### config.mk
export PLATFORM = sky130hd
export DESIGN_NAME = cache_bist_flat
export DESIGN_NICKNAME = d
export VERILOG_FILES = /design/src/rtl/cache_bist_pkg.sv /design/src/rtl/cache_bist_if.sv /design/src/rtl/cache_bist_pattern_gen.sv /design/src/rtl/cache_bist.sv /design/src/flat_wrapper.sv
export SDC_FILE = /design/constraint.sdc
export NUM_CORES = 1
export LEC_CHECK = 0
export ABC_CLOCK_PERIOD_IN_PS = 3000
export CELL_PAD_IN_SITES_DETAIL_PLACEMENT = 1
export CELL_PAD_IN_SITES_GLOBAL_PLACEMENT = 1
export CORE_UTILIZATION = 40
export CTS_CLUSTER_DIAMETER = 150
export CTS_CLUSTER_SIZE = 28
export DETAILED_ROUTE_END_ITERATION = 12
export DONT_BUFFER_PORTS = 1
export GPL_ROUTABILITY_DRIVEN = 0
export GPL_TIMING_DRIVEN = 0
export PLACE_DENSITY_LB_ADDON = 0.2
export SLEW_MARGIN = 25
export SYNTH_ARGS = -nofsm -noshare
export SYNTH_HDL_FRONTEND = slang
export SYNTH_HIERARCHICAL = 1
export SYNTH_SLANG_ARGS = --single-unit
### constraint.sdc
create_clock -name clk -period 3 [get_ports clk]
set_input_delay 0.3 -clock clk [delete_from_list [all_inputs] [get_ports clk]]
set_output_delay 0.3 -clock clk [all_outputs]
set_load 0.01 [all_outputs]
### src/rtl/cache_bist_pkg.sv
// Shared types for the cache BIST initiator: pass and state encodings plus
// the address-derived test pattern.
package cache_bist_pkg;

   typedef enum logic [1:0] {
      PASS_W0,
      PASS_R0,
      PASS_W1,
      PASS_R1
   } pass_t;

   typedef logic [2:0] state_t;

   localparam state_t ST_IDLE       = 3'd0;
   localparam state_t ST_ISSUE      = 3'd1;
   localparam state_t ST_WAIT_WRITE = 3'd2;
   localparam state_t ST_WAIT_READ  = 3'd3;
   localparam state_t ST_NEXT       = 3'd4;
   localparam state_t ST_DONE       = 3'd5;

   // Upper half carries the address, lower half its complement, so both
   // stuck-at polarities show up on every data line across the window.
   function automatic logic [31:0] bist_pattern(input logic [31:0] addr,
                                                input logic [31:0] seed);
      return {addr[15:0], ~addr[15:0]} ^ seed;
   endfunction

endpackage

### src/rtl/cache_bist_if.sv
// CPU-side request/response port of the cache, as seen by the BIST initiator.
interface cache_bist_if;

   logic        ca_enable;
   logic [3:0]  ca_write_enable;
   logic [31:0] ca_address;
   logic [31:0] ca_data_in;
   logic [31:0] ca_data_out;
   logic        ca_data_out_ready;
   logic        ca_busy;

   modport master (
      output ca_enable, ca_write_enable, ca_address, ca_data_in,
      input  ca_data_out, ca_data_out_ready, ca_busy
   );

   modport slave (
      input  ca_enable, ca_write_enable, ca_address, ca_data_in,
      output ca_data_out, ca_data_out_ready, ca_busy
   );

endinterface

### src/rtl/cache_bist_pattern_gen.sv
// Combinational generator of write data / expected data and byte strobes for
// one BIST transaction, given the address, pass and half-word step.
module bist_pattern_gen
   import cache_bist_pkg::*;
#(
   parameter logic [31:0] Seed = 32'h0000_0000
) (
   input  logic [31:0] address,
   input  pass_t       pass,
   input  logic        half_step,
   output logic [31:0] data,
   output logic [3:0]  strobes
);

   logic [31:0] base;

   assign base = bist_pattern(address, Seed);

   // Reads reuse the data output as the word the cache must return.
   always_comb begin
      data    = base;
      strobes = 4'b0000;
      case (pass)
         PASS_W0: strobes = 4'b1111;
         PASS_W1: begin
            data    = ~base;
            strobes = half_step ? 4'b1100 : 4'b0011;
         end
         PASS_R1: data = ~base;
         default: data = base;
      endcase
   end

endmodule

### src/rtl/cache_bist.sv
// BIST initiator: runs W0/R0/W1/R1 over the address window through the cache
// client port and reports pass/fail with first-error capture.
module cache_bist
   import cache_bist_pkg::*;
#(
   parameter int          AddressBitWidth = 4,
   parameter logic [31:0] Seed            = 32'h0000_0000,
   parameter int          TimeoutCycles   = 1024
) (
   input  logic         clk,
   input  logic         rst_n,
   input  logic         start,
   output logic         done,
   output logic         error,
   output logic         err_timeout,
   output logic [31:0]  err_address,
   output logic [31:0]  err_expected,
   output logic [31:0]  err_actual,
   cache_bist_if.master ca
);

   localparam logic [AddressBitWidth-1:0] LastIndex = '1;

   state_t                     state;
   pass_t                      pass;
   logic [AddressBitWidth-1:0] index;
   logic                       half_step;
   logic [31:0]                wait_cnt;
   logic [31:0]                expected;

   pass_t                      gen_pass;
   logic [AddressBitWidth-1:0] gen_index;
   logic                       gen_half;
   logic [31:0]                gen_address;
   logic [31:0]                gen_data;
   logic [3:0]                 gen_strobes;

   pass_t                      nx_pass;
   logic [AddressBitWidth-1:0] nx_index;
   logic                       nx_half;
   logic                       last_txn;

   logic launch, in_wait, accept, write_done, read_done, timed_out;
   logic load_req, drop_req;

   assign launch     = start && (state == ST_IDLE || state == ST_DONE);
   assign in_wait    = (state == ST_ISSUE) || (state == ST_WAIT_WRITE) || (state == ST_WAIT_READ);
   assign accept     = (state == ST_ISSUE) && !ca.ca_busy;
   assign write_done = (state == ST_WAIT_WRITE) && !ca.ca_busy;
   assign read_done  = (state == ST_WAIT_READ) && ca.ca_data_out_ready;
   assign timed_out  = in_wait && !accept && !write_done && !read_done
                       && (wait_cnt == 32'(TimeoutCycles - 1));
   assign load_req   = launch || (state == ST_NEXT);
   assign drop_req   = write_done || read_done || timed_out;

   // A launch presents the first W0 word; otherwise the counters were already
   // advanced on the way into Next.
   assign gen_pass    = launch ? PASS_W0 : pass;
   assign gen_index   = launch ? '0 : index;
   assign gen_half    = launch ? 1'b0 : half_step;
   assign gen_address = {{(30-AddressBitWidth){1'b0}}, gen_index, 2'b00};

   bist_pattern_gen #(.Seed(Seed)) u_pattern_gen (
      .address   (gen_address),
      .pass      (gen_pass),
      .half_step (gen_half),
      .data      (gen_data),
      .strobes   (gen_strobes)
   );

   // W1 walks downwards and splits each word into two half-word writes.
   always_comb begin
      nx_pass  = pass;
      nx_index = index;
      nx_half  = half_step;
      last_txn = 1'b0;
      case (pass)
         PASS_W0: begin
            if (index == LastIndex) begin
               nx_pass  = PASS_R0;
               nx_index = '0;
            end else begin
               nx_index = index + 1'b1;
            end
         end
         PASS_R0: begin
            if (index == LastIndex) begin
               nx_pass  = PASS_W1;
               nx_index = LastIndex;
               nx_half  = 1'b0;
            end else begin
               nx_index = index + 1'b1;
            end
         end
         PASS_W1: begin
            if (!half_step) begin
               nx_half = 1'b1;
            end else begin
               nx_half = 1'b0;
               if (index == '0) begin
                  nx_pass  = PASS_R1;
                  nx_index = '0;
               end else begin
                  nx_index = index - 1'b1;
               end
            end
         end
         default: begin
            if (index == LastIndex) begin
               last_txn = 1'b1;
            end else begin
               nx_index = index + 1'b1;
            end
         end
      endcase
   end

   // Request ports only move when a request is loaded or dropped, so they stay
   // frozen throughout WaitWrite/WaitRead.
   always_ff @(posedge clk or negedge rst_n) begin
      if (!rst_n) begin
         ca.ca_enable       <= 1'b0;
         ca.ca_write_enable <= 4'b0000;
         ca.ca_address      <= '0;
         ca.ca_data_in      <= '0;
         expected           <= '0;
      end else if (load_req) begin
         ca.ca_enable       <= 1'b1;
         ca.ca_write_enable <= gen_strobes;
         ca.ca_address      <= gen_address;
         ca.ca_data_in      <= (|gen_strobes) ? gen_data : 32'h0;
         expected           <= gen_data;
      end else if (drop_req) begin
         ca.ca_enable       <= 1'b0;
         ca.ca_write_enable <= 4'b0000;
      end
   end

   always_ff @(posedge clk or negedge rst_n) begin
      if (!rst_n) begin
         state        <= ST_IDLE;
         pass         <= PASS_W0;
         index        <= '0;
         half_step    <= 1'b0;
         wait_cnt     <= '0;
         done         <= 1'b0;
         error        <= 1'b0;
         err_timeout  <= 1'b0;
         err_address  <= '0;
         err_expected <= '0;
         err_actual   <= '0;
      end else if (launch) begin
         state        <= ST_ISSUE;
         pass         <= PASS_W0;
         index        <= '0;
         half_step    <= 1'b0;
         wait_cnt     <= '0;
         done         <= 1'b0;
         error        <= 1'b0;
         err_timeout  <= 1'b0;
         err_address  <= '0;
         err_expected <= '0;
         err_actual   <= '0;
      end else if (state == ST_NEXT) begin
         state    <= ST_ISSUE;
         wait_cnt <= '0;
      end else if (accept) begin
         state    <= (|ca.ca_write_enable) ? ST_WAIT_WRITE : ST_WAIT_READ;
         wait_cnt <= wait_cnt + 32'd1;
      end else if (write_done) begin
         state     <= ST_NEXT;
         pass      <= nx_pass;
         index     <= nx_index;
         half_step <= nx_half;
      end else if (read_done) begin
         if (ca.ca_data_out != expected) begin
            state        <= ST_DONE;
            done         <= 1'b1;
            error        <= 1'b1;
            err_address  <= ca.ca_address;
            err_expected <= expected;
            err_actual   <= ca.ca_data_out;
         end else if (last_txn) begin
            state <= ST_DONE;
            done  <= 1'b1;
         end else begin
            state     <= ST_NEXT;
            pass      <= nx_pass;
            index     <= nx_index;
            half_step <= nx_half;
         end
      end else if (timed_out) begin
         state        <= ST_DONE;
         done         <= 1'b1;
         error        <= 1'b1;
         err_timeout  <= 1'b1;
         err_address  <= ca.ca_address;
         err_expected <= expected;
         err_actual   <= '0;
      end else if (in_wait) begin
         wait_cnt <= wait_cnt + 32'd1;
      end else if (state > ST_DONE) begin
         state <= ST_IDLE;
      end
   end

endmodule

### src/flat_wrapper.sv
// flat-port wrapper written by rule: the top's interface ports become plain ports
module cache_bist_flat import cache_bist_pkg::*;
#(
   parameter int          AddressBitWidth = 4,
   parameter logic [31:0] Seed            = 32'h0000_0000,
   parameter int          TimeoutCycles   = 1024
)
  (clk, rst_n, start, done, error, err_timeout, err_address, err_expected, err_actual, ca_ca_enable, ca_ca_write_enable, ca_ca_address, ca_ca_data_in, ca_ca_data_out, ca_ca_data_out_ready, ca_ca_busy);
  cache_bist_if ca_i ();
  input  logic clk;
  input  logic rst_n;
  input  logic start;
  output logic done;
  output logic error;
  output logic err_timeout;
  output logic [31:0] err_address;
  output logic [31:0] err_expected;
  output logic [31:0] err_actual;
  output wire logic [$bits(ca_i.ca_enable)-1:0] ca_ca_enable;
  output wire logic [$bits(ca_i.ca_write_enable)-1:0] ca_ca_write_enable;
  output wire logic [$bits(ca_i.ca_address)-1:0] ca_ca_address;
  output wire logic [$bits(ca_i.ca_data_in)-1:0] ca_ca_data_in;
  input wire logic [$bits(ca_i.ca_data_out)-1:0] ca_ca_data_out;
  input wire logic [$bits(ca_i.ca_data_out_ready)-1:0] ca_ca_data_out_ready;
  input wire logic [$bits(ca_i.ca_busy)-1:0] ca_ca_busy;
  assign ca_ca_enable = ca_i.ca_enable;
  assign ca_ca_write_enable = ca_i.ca_write_enable;
  assign ca_ca_address = ca_i.ca_address;
  assign ca_ca_data_in = ca_i.ca_data_in;
  assign ca_i.ca_data_out = ca_ca_data_out;
  assign ca_i.ca_data_out_ready = ca_ca_data_out_ready;
  assign ca_i.ca_busy = ca_ca_busy;
  cache_bist #(.AddressBitWidth(AddressBitWidth), .Seed(Seed), .TimeoutCycles(TimeoutCycles)) u_core (.clk(clk), .rst_n(rst_n), .start(start), .done(done), .error(error), .err_timeout(err_timeout), .err_address(err_address), .err_expected(err_expected), .err_actual(err_actual), .ca(ca_i));
endmodule
* Word level (Yosys, flattened, before mapping)
Cells that the tools add are included.
** Word-level totals
- Register bits after elaboration :: 214
- Output and inout bits :: 168
- Word-level logic and storage cells :: 190
** Operators by class
- $add $sub $neg :: 3
- Magnitude comparators :: 1
- Equality and inequality tests :: 24
- Mux-type cells :: 106
- Bitwise gates (word level) :: 2
- Reduce and logical (&&, ||, !) cells :: 38
** Operators by type and width (number)
- 32-bit two-way mux :: 30
- 4-bit two-way mux :: 16
- 1-bit two-way mux :: 35
- 32-bit by 1-bit adder with 32-bit output, second input constant :: 1
- 32-bit by 10-bit == test with 1-bit output, second input constant :: 1
- 32-bit != test :: 1
- 22-bit NOT with 32-bit output :: 1
- 3-bit two-way mux :: 9
- 2-bit two-way mux :: 12
- 5-bit AND reduction :: 4
- 4-bit by 2-bit != test with 1-bit output, second input constant :: 4
- 6-bit NOT with 16-bit output :: 1
- 4-bit one-hot mux with 3 select lines :: 1
- 1-bit logical AND :: 8
- 2-bit by 1-bit != test with 1-bit output, second input constant :: 4
- 4-bit one-hot mux with 2 select lines :: 1
- 4-bit OR reduction :: 2
- 7-bit by 6-bit != test with 1-bit output, second input constant :: 1
- 7-bit nonzero test :: 1
- 2-bit == test, second input constant :: 3
- 3-bit by 2-bit == test with 1-bit output, second input constant :: 2
- 3-bit == test, second input constant :: 2
- 1-bit logical OR :: 6
- 2-bit one-hot mux with 3 select lines :: 1
- other kinds (21) :: 27

* Logic depth before layout (Yosys ltp)
- Depth in word-level cells :: 13
- Mapped depth :: 14
- Gate-level depth less buffers :: 8

* Modules after synthesis
The synthesis kept the hierarchy.
** By module, submodules not included
- cache_bist :: instances 1, cells an instance 899, area an instance 8866.0 um^2, seq. area each 4654.5 um^2
- bist_pattern_gen :: instances 1, cells an instance 39, area an instance 320.3 um^2, seq. area each 0.0 um^2

* Least setup slack after synthesis
OpenSTA, ideal clock, no wires.
- Path type :: register to register
- Start :: register u_core.state[1]
- End :: register u_core.ca.ca_data_in[0]
- Data arrival time :: 2860 ps
- Data required time :: 2883 ps
- Path slack :: 23 ps
- Stages on the path, launching flop included :: 15
- Path buffers :: 8
- Clock period less this slack :: 2977 ps
- Cells stage by stage :: dfrtp_1 clkbuf_1 clkbuf_1 and3b_1 clkbuf_1 nor2_1 buf_6 buf_12 a21oi_1 buf_4 or4_1 clkbuf_1 clkbuf_1 nand3_1 nand2_1
** Between the ends
- Cells in the longest elaborated chain, start to end :: 8
- Elaborated cells on any way between the ends :: 17
- Classes of those cells :: eq/ne (4); mux (6); reduce/logical (7)
** RTL lines
- start: declaration :: line cache_bist.sv:24 : state_t state;
- start signal: assignment :: line cache_bist.sv:168 : state <= (|ca.ca_write_enable) ? ST_WAIT_WRITE : ST_WAIT_READ;
- 3-bit == test or 3-bit zero test (tied branches) :: line cache_bist.sv:46 : assign launch = start && (state == ST_IDLE || state == ST_DONE);
- 1-bit logical OR (*) :: line cache_bist.sv:46
- 1-bit logical AND (*) :: line cache_bist.sv:46
- 2-bit two-way mux (*) :: line cache_bist.sv:58 : assign gen_pass = launch ? PASS_W0 : pass;
- via u_core.gen_pass[1] :: line cache_bist.sv:31 : pass_t gen_pass;
- 2-bit == test or 2-bit zero test (tied branches) :: line cache_bist_pattern_gen.sv:23 : case (pass)
- 4-bit one-hot mux with 2 select lines (*) :: line cache_bist_pattern_gen.sv:23
- via u_core.gen_strobes[0] :: line cache_bist.sv:36 : logic [3:0] gen_strobes;
- 4-bit OR reduction (*) :: line cache_bist.sv:131 : ca.ca_data_in <= (|gen_strobes) ? gen_data : 32'h0;
- 32-bit two-way mux (*) :: line cache_bist.sv:131
- end signal: assignment :: line cache_bist.sv:131
- end: declaration :: line cache_bist_if.sv:13 : output ca_enable, ca_write_enable, ca_address, ca_data_in,
The timed path passes the listed nets; every way through them passes the cells marked *.
A chain may end at the register's enable or synchronous reset.

* Final worst setup path
- Start :: register u_core.expected[2]
- End :: register u_core.err_actual[8]
** Between the ends
- Cells in the longest elaborated chain, start to end :: 3
** RTL lines
- start: declaration :: line cache_bist.sv:29 : logic [31:0] expected;
- start signal: assignment :: line cache_bist.sv:132 : expected <= gen_data;
- 32-bit != test :: line cache_bist.sv:176 : if (ca.ca_data_out != expected) begin
- 3-bit by 2-bit != test with 1-bit output (no source line)
- 5-bit AND reduction (no source line)
- end signal: assignment :: line cache_bist.sv:182 : err_actual <= ca.ca_data_out;
- end: declaration :: line cache_bist.sv:18 : output logic [31:0] err_actual,
No other way between the ends.

==> results.cfg <==
[critical_path]
startpoint = u_core/expected[2]
r2r-end = u_core/err_actual[8]
cp_max_fo = 10
worstPathArrival_ps = 3170
crit_path_end = u_core/err_actual[8]
cp_data_required_time_ps = 3330
critPathLaunchType = register
worstSetupPathType = reg2reg
reg2reg_depth = 8
reg2reg_from = u_core/expected[2]
cp-end-kind = register
reg2reg_setup_slack_ps = 160

[clocking]
cts_tree = yes
tritoncts.num_buffers = 17
htreeDepth = 4
insertion_delay_ps = 440
hold_buffers = 32
clock_sinks = 186
clockBufferDepth = 2
cts_root_buf = clkbuf_16
clk_pin_slew_ps = 90

[floorplanning]
num_rows = 55
die_area_um2 = 23600
die_w_um = 154
core_um2 = 22600
pin_count = 205
fp.dieH_um = 154
initial_core_util = 0.407

[layout]
layout.nets = 1102
drive_above_1_share = 0.136
area_growth_pct = 17.7
instances_no_fill = 1354
filler_cell_count = 2539
post-route-util = 0.479
n_antenna_cell = 0

[global_route]
grt_max_degree = 187
groute.usage.overall = 0.232
grt_pass1_wl_um = 42300
grt_overflow_total = 0
grt_pass1_vias = 7341
antenna_found_initial = 0

[synthesis]
ys_types = 62
synthCells = 938
synth_area_leaders = dfrtp_1, nand2_1, a22o_1, xnor2_1, buf_4
syn_area_per_cell_um2 = 9.79
synthesis.area_um2 = 9190
yosysMostFrequentCell = nand2_1
synth_edf_count = 0
ys_ff_latch = 186
synth_top_area_frac = 0.507
ys_async_sr_fraction = 1.00
yosysTopAreaCell = dfrtp_1
synth_common_cells = nand2_1, dfrtp_1, a22o_1, buf_4, xnor2_1
synth_top_flop_cell = dfrtp_1
ys_seq_area_frac = 0.507
ys.warnings.count = 6

[sta]
rsz0062_at_grt = no
skew_ps = 21.0
drv_slew = 0
fmax_mhz = 352
hold_violations = 186
period_needed_ps = 2840
setup_viol = 0
setup_tns_ps = 0
fin_crit_sh = 0.947
max_slew.worst_pin.slew_ps = 726
slew_headroom = 0.515
whs_ps = -459

[power_and_ir_drop]
ir_drop_mv = 0.599
power_leakage_nw = 5.22
power_density_nw_per_um2 = 1000

[placed_design]
dp_cells = 1290
hpwlAfterDp_um = 19000
numPortBuffers = 0

[run_status]
violations = hold timing
outcome = complete, but fails checks

[routing]
drc = 0
vias_per_cell = 5.30
drt_iter0_drc = 481
post_drt_wl_per_cell_um = 19.6
vias = 7174
drt-pass1-iter-count = 5
routed_wl_um = 26500
antenna_left = 0

[min_path]
holdCritPathClass = in2async

[flow_run]
drv_cap = 0
==> state kept, by name, summed over array words and instances (netlist names), 32 cells and up <==
signal                flops
u_core/ca.ca_data_in     32
u_core/err_expected      32
u_core/expected          32
u_core/err_actual        32
u_core/wait_cnt          32
==> critical path, stage by stage (launching register included) <==
cell and delay [ps]:
dfrtp_1 410, xnor2_1 270, nand4_1 210, nor4_4 460, and2_1 190, clkbuf_1 280
nor2_1 260, clkbuf_1 360, a22o_1 290
==> metal layers <==
metal | global-route usage | up-vias | wire length (µm)
met5 | 0 | - | 0
met4 | 0.0638 | 0 | 420
met3 | 0.0637 | 24 | 1590
met2 | 0.355 | 183 | 12100
met1 | 0.321 | 3617 | 12400
li1 | - | 3350 | -
==> how the worst min path moves through the flow <==
| stage | start | endpoint | slack, ps | cells after the start |
|---|---|---|---|---|
| detailed placement | rst_n | u_core/err_actual[16] | 8 | 0 |
| finish | rst_n | u_core/err_actual[16] | -460 | 0 |
| global route | rst_n | u_core/err_actual[16] | -490 | 0 |
| CTS | rst_n | u_core/err_actual[16] | -470 | 0 |
| floorplan | rst_n | u_core/ca.ca_address[2] | 4 | 0 |
| global placement | rst_n | u_core/err_actual[16] | 8 | 0 |
==> metrics by stage <==
| step | cell area [µm²] | hold slack (ps) | total power [mW] | setup slack [ps] |
|---|---|---|---|---|
| after floorplan | 9440 | 4.41 | 7.15 | 23.3 |
| after global placement | 9790 | 8.28 | 8.27 | -645 |
| after detailed placement | 9790 | 8.29 | 8.38 | -699 |
| after CTS | 10800 | -475 | 10.9 | 27.5 |
| after global routing | 10800 | -488 | 11.6 | 10.4 |
| final | 10800 | -459 | 10.9 | 159 |
==> kinds of logic (layout without fill, tap and decap cells) <==
logic type / count (synthesis) / after routing / synth area share
DFF: 186 / 186 / 0.507
xor gates and xnor gates: 66 / 66 / 0.0695
buffers and inverters: 143 / 207 / 0.0884
adders and majority gates: 9 / 9 / 0.0123
and+or+nand+nor: 359 / 359 / 0.180
other: 1 / 68 / 0.000408
AOI/OAI and AO/OA: 170 / 170 / 0.139
muxes: 4 / 4 / 0.00449
==> timing repair <==
action / 4_1_cts / 5_1_grt
pin swaps: 1 / 1
setup buffers: 2 / 1
endpoints found under the setup margin: 92 / 99
hold endpoints to repair: 218 / 186
gates resized for setup: 12 / 7
==> layout make-up <==
type | instances | area (µm²) | share of cell area
Clock buffer | 17 | 425 | 0.0393
Inverter | 34 | 128 | 0.0118
Buffer | 106 | 687 | 0.0635
Sequential cell | 186 | 4660 | 0.431
Multi-Input combinational cell | 676 | 4010 | 0.371
Clock inverter | 15 | 209 | 0.0193
Tap cell | 285 | 357 | 0.0330
Timing Repair Buffer | 35 | 343 | 0.0317
==> cell usage in the layout (no fill, tap or decap), types with 5 or more instances in the layout <==
cell	synthesis	layout
nand2_1	190	190
dfrtp_1	186	184
a22o_1	73	73
conb_1	1	68
buf_4	58	61
xnor2_1	54	54
nor2_1	45	45
nand3_1	45	45
dlygate4sd3_1	0	32
a21oi_1	31	31
clkbuf_1	35	27
inv_1	26	26
o21ai_0	22	22
clkbuf_16	0	17
nand4_1	16	16
or3_1	12	12
buf_2	9	10
ha_1	9	9
nor3_1	8	8
xnor2_2	8	8
inv_2	8	8
nor4_1	9	7
clkinv_8	0	6
nor3b_1	5	5
o31ai_1	5	5
a31oi_1	5	5
==> power breakdown <==
group | switching [mW] | internal, mW | total (mW)
registers | 1.23 | 3.41 | 4.64
logic | 2.30 | 1.57 | 3.87
clock network | 1.19 | 1.16 | 2.35
total | 4.71 | 6.15 | 10.9
Note: power is estimated with default switching activity, not from simulation.
